$ cat config.mk
export PLATFORM = sky130hd
export DESIGN_NAME = saph_raster_arbiter
export DESIGN_NICKNAME = d
export VERILOG_FILES = /design/src/rtl/saph_raster_arbiter_pkg.sv /design/src/rtl/saph_raster_arbiter_rr_pick.sv /design/src/rtl/saph_raster_arbiter.sv
export SDC_FILE = /design/constraint.sdc
export NUM_CORES = 1
export LEC_CHECK = 0
export CAP_MARGIN = 15
export CORE_AREA = 2 2 264 266
export DETAILED_ROUTE_END_ITERATION = 10
export DIE_AREA = 0 0 266 268
export MAX_ROUTING_LAYER = met4
export PLACE_DENSITY = 0.39
export SYNTH_ARGS = -nofsm -noshare
export SYNTH_HDL_FRONTEND = slang
export SYNTH_HIERARCHICAL = 1
export SYNTH_SLANG_ARGS = --single-unit
$ cat constraint.sdc
create_clock -name clk -period 3.9 [get_ports clk]
set_input_delay 0.39 -clock clk [delete_from_list [all_inputs] [get_ports clk]]
set_output_delay 0.39 -clock clk [all_outputs]
set_load 0.05 [all_outputs]
$ cat src/rtl/saph_raster_arbiter_pkg.sv
// Shared shape-type encodings and the held-shape record used by the raster arbiter.
// Vertices are opaque 32-bit words here; the rasterizer defines their internal layout.
package saph_raster_arbiter_pkg;

    localparam int SAPH_VTX_W = 32;

    localparam logic [1:0] SAPH_SHAPE_LINE = 2'd0;
    localparam logic [1:0] SAPH_SHAPE_TRI  = 2'd1;
    localparam logic [1:0] SAPH_SHAPE_RECT = 2'd2;
    localparam logic [1:0] SAPH_SHAPE_RSVD = 2'd3;

    typedef logic [SAPH_VTX_W-1:0] saph_vertex_t;

    typedef struct packed {
        logic [1:0]         shape_type;
        saph_vertex_t [3:0] vtx;
    } saph_shape_t;

endpackage

$ cat src/rtl/saph_raster_arbiter_rr_pick.sv
// Combinational round-robin picker: first set request after ptr_i (wrapping), as one-hot and index.
// Zero latency, no state; any_o is low when no request is set.
module saph_raster_arbiter_rr_pick #(
    parameter int N     = 4,
    parameter int IDX_W = 2
) (
    input  logic [N-1:0]     req_i,
    input  logic [IDX_W-1:0] ptr_i,
    output logic [N-1:0]     gnt_o,
    output logic [IDX_W-1:0] idx_o,
    output logic             any_o
);

    logic [IDX_W-1:0] k;
    logic             found;

    always_comb begin
        gnt_o = '0;
        idx_o = '0;
        found = 1'b0;
        k     = '0;
        // Offset 1..N so the previous winner is examined last.
        for (int i = 1; i <= N; i++) begin
            k = IDX_W'((int'(ptr_i) + i) % N);
            if (!found && req_i[k]) begin
                gnt_o[k] = 1'b1;
                idx_o    = k;
                found    = 1'b1;
            end
        end
        any_o = found;
    end

endmodule

$ cat src/rtl/saph_raster_arbiter.sv
// Round-robin share of one rasterizer across NUM_REQ producers; 1-cycle accept-to-trig, 1 shape/cycle,
// req_ready only while the holding slot is free or draining. SAPH_RASTER_ARB_STATS_EN adds per-requester counters.
module saph_raster_arbiter
    import saph_raster_arbiter_pkg::*;
#(
    parameter int NUM_REQ = 4,
    parameter int ID_W    = (NUM_REQ > 1) ? $clog2(NUM_REQ) : 1
) (
    input  logic                            clk,
    input  logic                            rst_n,
    input  logic                            flush,
    input  logic [NUM_REQ-1:0]              req_trig,
    input  logic [NUM_REQ*2-1:0]            req_type,
    input  logic [NUM_REQ*4*SAPH_VTX_W-1:0] req_shape,
    output logic [NUM_REQ-1:0]              req_ready,
    output logic                            rast_trig,
    output logic [1:0]                      rast_type,
    output logic [4*SAPH_VTX_W-1:0]         rast_shape,
    input  logic                            rast_ready,
    output logic [ID_W-1:0]                 rast_id,
    output logic                            busy,
    output logic                            err_invalid,
    output logic [ID_W-1:0]                 err_id
`ifdef SAPH_RASTER_ARB_STATS_EN
    ,
    input  logic                            stat_clr,
    output logic [NUM_REQ*32-1:0]           stat_count
`endif
);

    localparam logic [ID_W-1:0] PTR_RST = ID_W'(NUM_REQ - 1);

    saph_shape_t     hold_q, hold_d;
    logic            hold_vld_q, hold_vld_d;
    logic [ID_W-1:0] id_q, id_d;
    logic [ID_W-1:0] ptr_q, ptr_d;
    logic            err_q, err_d;
    logic [ID_W-1:0] err_id_q, err_id_d;

    logic [NUM_REQ-1:0]      gnt;
    logic [ID_W-1:0]         gnt_idx;
    logic                    gnt_any;
    logic                    slot_free;
    logic                    grant_ok;
    logic                    req_xfer;
    logic                    rast_xfer;
    logic [1:0]              sel_type;
    logic [4*SAPH_VTX_W-1:0] sel_vtx;

    saph_raster_arbiter_rr_pick #(
        .N     (NUM_REQ),
        .IDX_W (ID_W)
    ) u_pick (
        .req_i (req_trig),
        .ptr_i (ptr_q),
        .gnt_o (gnt),
        .idx_o (gnt_idx),
        .any_o (gnt_any)
    );

    assign slot_free = !hold_vld_q || rast_ready;
    // Gated by rst_n so no requester sees an accept while the arbiter is held in reset.
    assign grant_ok  = slot_free && !flush && rst_n;
    assign req_ready = grant_ok ? gnt : '0;
    assign req_xfer  = grant_ok && gnt_any;
    assign rast_xfer = hold_vld_q && rast_ready;

    assign sel_type = req_type[int'(gnt_idx)*2 +: 2];
    assign sel_vtx  = req_shape[int'(gnt_idx)*4*SAPH_VTX_W +: 4*SAPH_VTX_W];

    always_comb begin
        hold_d     = hold_q;
        hold_vld_d = hold_vld_q;
        id_d       = id_q;
        ptr_d      = ptr_q;
        err_d      = 1'b0;
        err_id_d   = err_id_q;
        if (flush) begin
            hold_vld_d = 1'b0;
            ptr_d      = PTR_RST;
        end else if (req_xfer) begin
            ptr_d = gnt_idx;
            if (sel_type != SAPH_SHAPE_RSVD) begin
                hold_d.shape_type = sel_type;
                hold_d.vtx        = sel_vtx;
                id_d              = gnt_idx;
                hold_vld_d        = 1'b1;
            end else begin
                // Reserved shapes are swallowed; the slot only empties if the rasterizer drained it.
                err_d    = 1'b1;
                err_id_d = gnt_idx;
                if (rast_xfer) begin
                    hold_vld_d = 1'b0;
                end
            end
        end else if (rast_xfer) begin
            hold_vld_d = 1'b0;
        end
    end

    always_ff @(posedge clk or negedge rst_n) begin
        if (!rst_n) begin
            hold_q     <= '0;
            hold_vld_q <= 1'b0;
            id_q       <= '0;
            ptr_q      <= PTR_RST;
            err_q      <= 1'b0;
            err_id_q   <= '0;
        end else begin
            hold_q     <= hold_d;
            hold_vld_q <= hold_vld_d;
            id_q       <= id_d;
            ptr_q      <= ptr_d;
            err_q      <= err_d;
            err_id_q   <= err_id_d;
        end
    end

    assign rast_trig   = hold_vld_q;
    assign busy        = hold_vld_q;
    assign rast_type   = hold_q.shape_type;
    assign rast_shape  = hold_q.vtx;
    assign rast_id     = id_q;
    assign err_invalid = err_q;
    assign err_id      = err_id_q;

`ifdef SAPH_RASTER_ARB_STATS_EN
    logic [31:0] stat_q [NUM_REQ];

    // Only valid shapes are ever held, so every rasterizer handshake is countable.
    always_ff @(posedge clk or negedge rst_n) begin
        if (!rst_n) begin
            for (int i = 0; i < NUM_REQ; i++) stat_q[i] <= '0;
        end else if (stat_clr) begin
            for (int i = 0; i < NUM_REQ; i++) stat_q[i] <= '0;
        end else if (rast_xfer) begin
            stat_q[id_q] <= stat_q[id_q] + 32'd1;
        end
    end

    for (genvar g = 0; g < NUM_REQ; g++) begin : g_stat
        assign stat_count[g*32 +: 32] = stat_q[g];
    end
`endif

endmodule

==> summary.md, run 1 <==
| Metric | Value |
|---|---|
| Net Sw Frac | `45.15%` |
| Crit Path Category | `flop to flop` |
| Top_reg_cell synth | `dfrtp_1` |
| H-tree levels | `4` |
| Floorplan die height | `268 um` |
| Drt first pass iters | `4` |
| Sequential cell area in the final layout | `between 0.003 and 0.004 sq mm` |
| Most frequent cells in the layout | `clkdlybuf4s50_1, dfrtp_1, mux4_2, mux2_1, mux2_2` |
| Number of hold violations in the final report | `0` |
| Status | `completed` |
| 1st-iter DRT viols | `~310` |
| Number of library cell types mapped by synthesis | `40` |
| Maximum fanout encountered on the critical timing path | `29` |
| CTS tree | `built` |
| Gate count after technology mapping | `552` |
| Vias in the first global route | `8711` |
| Fraction of power consumed by sequential logic | `23.0%` |
| Max_slew headroom | `37.71%` |
| Syn_nets | `1088` |
| Chip width | `266 um` |
| Wire length of the first global-routing pass | `roughly 63000 um` |
| Via count | `8121` |
| Syn-to-layout area delta | `96.35%` |
| Clock network fraction of design power | `18.0%` |
| Max capacitance violation total | `0` |
| Final Max Tran Viols | `0` |
| Source-to-sink clock delay at the later pin of the worst-skew pair | `470 ps` |
| Cell class contributing the biggest share of worst-path delay | `compound AO/OA/AOI/OAI gates` |
| Most common cell after layout, fill and taps aside | `clkdlybuf4s50_1` |
| Root buf cell | `clkbuf_16` |
| Initial core utilization | `13.05%` |
| Static leakage | `6.351 nW` |
| Total routing usage reported by global routing | `12.90%` |
| Final min period | `3736 ps` |
| Cell type with the largest total area after synthesis | `dfrtp_1` |
| Drt via density | `about 3.8` |
| Number of failing setup endpoints in the final timing report | `0` |
| Detailed Route WL | `~46000 um` |
| Cell types occupying the most area after synthesis | `dfrtp_1, mux4_2, mux2_1, mux2_2, buf_6` |
| Number of buffers added by the clock tree synthesis step | `17` |
| Path class of the lowest-slack min-delay path | `input pin to async pin` |
| Max Buffers Root-to-Sink | `2` |
| Sequential cell area fraction in the yosys report | `38.82%` |
| Count of synthesis-stage warnings from yosys | `6` |
| Total number of clock tree sinks | `138` |
| Final TNS setup | `0 ps` |
| Number of buffers inserted by port buffering | `668` |
| Internal power component | `5.890 mW` |
| Syn Area/Cell | `16.13 sq um` |
| Longest individual stage delay on the worst path | `570 ps` |
| Core outline area | `0.06823 sq mm` |
| Crit path required time | `4240 ps` |
| Final setup skew | `8.413 ps` |
| Final weighted congestion in routability-driven placement | `~0.83` |
| Maximum number of pins on one net before global-route repair | `78` |
| Total area of multi-input combinational cells | `0.005132 sq mm` |
| Ordered cell list for the critical path | `inv_1, ha_1, a21oi_1, a211oi_1, a311o_1, a221oi_4, buf_4, mux4_2, a21oi_4, buf_12, buf_12, mux2_1` |
| Net Switching | `just under 5 mW` |
| Area enclosed by the die boundary | `~0.071 sq mm` |
| Initial antenna violation count | `11` |
| Startpoint types | `flop` |
| Count of state elements after synthesis | `approximately 140` |
| I/O pin cnt | `approximately 670` |
| Core Rows | `96` |
| Final #Nets | `1752` |
| Top cell type's share of synthesized area | `38.23%` |
| Layout cell share with drive strength beyond 1 | `21.66%` |
| Number of nets still failing antenna checks after routing | `0` |
| Estimated wirelength of the detail-placed design | `38260 um` |
| Library cell contributing the largest single delay on the critical path | `mux4_2` |
| Comb power frac | `58.9%` |
| Period utilisation layout | `95.80%` |
| Worst Setup End Kind | `flop` |
| Number of enable flip-flop cells after synthesis | `0` |
| Power density of the placed cells | `614.4 mW/mm^2` |
| Transition time at the pin with the least slew margin | `934.4 ps` |
| Arrival time at the worst endpoint | `4080 ps` |
| Highest clock rate | `267.7 MHz` |
| Cell area after synthesis | `just under 0.009 sq mm` |
| Fraction of synthesis flops using an asynchronous set or reset pin | `100.0%` |
| Most frequent CP cell | `buf_12` |
| Worst IR Drop VDD | `240.3 uV` |
| Buffers plus inverters on the worst setup path | `4` |
| Overall overflow remaining after global route | `0` |
| PnR Total Power | `10.74 mW` |
| Clock input transition at the sequential cells of the worst setup and hold paths | `70 ps` |
| WL per Instance | `21.85 um` |
| DRC violation count after routing | `0` |
| Fill cell total of the finished layout | `7072` |
## final timing paths
kind                                startpoint         endpoint  slack [ps]  depth (start not counted)
max in group asynchronous                rst_n   rast_shape[27]        1850                          4
min in group clk                rast_shape[59]   rast_shape[59]         480                          1
worst max-delay path                  ptr_q[0]  rast_shape[121]         160                         12
worst max register to register        ptr_q[0]  rast_shape[121]         160                         12
worst min register to register  rast_shape[59]   rast_shape[59]         480                          1
worst min-delay path                     rst_n  rast_shape[110]         300                          2
## per-stage QoR
step / utilization, % / area [sq um] / setup WS (ps) / instances / hold WS [ps]
4_1_cts: 25.48 / 17390 / 56.02 / 2105 / 264.8
3_3_place_gp: 24.48 / 16700 / 72.03 / 2073 / 214.8
2_1_floorplan: - / 8916 / 45.79 / 552 / 94.41
3_5_place_dp: 24.48 / 16700 / 76.58 / 2073 / 216.6
6_report: 25.62 / 17480 / 164.0 / 2118 / 303.0
5_1_grt: 25.61 / 17470 / -8.294 / 2117 / 271.5
## kinds of logic after synthesis
family	after synthesis	share of synthesized area [%]
simple gates	42	2.587
mux	268	50.56
flops	138	38.82
fa+ha+maj	8	1.125
buf+inv	61	3.936
compound gates	35	2.966
## final cells by class
| cell class | count | area share (%) |
|---|---|---|
| Antenna cell | 8 | 0.1145 |
| Multi-Input combinational cell | 353 | 29.37 |
| Clock inverter | 13 | 1.382 |
| Tap cell | 882 | 6.314 |
| Clock buffer | 18 | 2.456 |
| Sequential cell | 138 | 19.77 |
| Inverter | 8 | 0.1718 |
| Timing Repair Buffer | 698 | 40.42 |
## synth_stat cells, types with 5 or more instances
| cell type | instances |
|---|---|
| a21oi_1 | 6 |
| nor2_1 | 10 |
| mux2_1 | 69 |
| dfrtp_1 | 136 |
| a31oi_1 | 5 |
| buf_1 | 5 |
| buf_6 | 13 |
| clkbuf_1 | 20 |
| nand2_1 | 8 |
| buf_2 | 13 |
| ha_1 | 8 |
| mux2_2 | 64 |
| inv_1 | 8 |
| nand4_1 | 6 |
| mux4_2 | 132 |
## power groups by stage
| stage | Sequential [mW] | Combinational, mW | Clock, mW |
|---|---|---|---|
| global route | 2.57 | 6.59 | 2.09 |
| detailed placement | 2.50 | 6.40 | 0 |
| global placement | 2.50 | 6.41 | 0 |
| finish | 2.47 | 6.33 | 1.94 |
| floorplan | 4.82 | 1.41 | 0 |
| CTS | 2.49 | 6.42 | 2.04 |
## repair_timing
item                                    4_1_cts  5_1_grt
endpoints found under the hold margin         6        0
buffers inserted                              0        4
gates resized for setup                       0        1
endpoints found under the setup margin        0      126
hold buffers                                  1        0
## flip-flops by register name (all words and copies together) (netlist names)
register	flops
rast_shape	128
err_id	2
ptr_q	2
rast_id	2
rast_type	2
busy	1
err_invalid	1
## metal layers
metal	wire [um]	vias to the layer above	GRT usage [%]	part of all wire, %
met5	0	-	-	0
met4	674	0	3.629	1.5
met3	3410	28	3.867	7.4
met2	24230	356	22.20	52
met1	17960	4131	14.48	39
li1	-	3606	-	-
Power figures use the tool's default switching activity.
==> run 2, diff against run 1 <==
--- a/config.mk
+++ b/config.mk
@@ -5,6 +5,7 @@
 export SDC_FILE = /design/constraint.sdc
 export NUM_CORES = 1
 export LEC_CHECK = 0
+export ABC_AREA = 0
 export CAP_MARGIN = 15
 export CORE_AREA = 2 2 264 266
 export DETAILED_ROUTE_END_ITERATION = 10
==> results of run 2 <==
Final layout, timing and power as in run 1 (identical DEF).
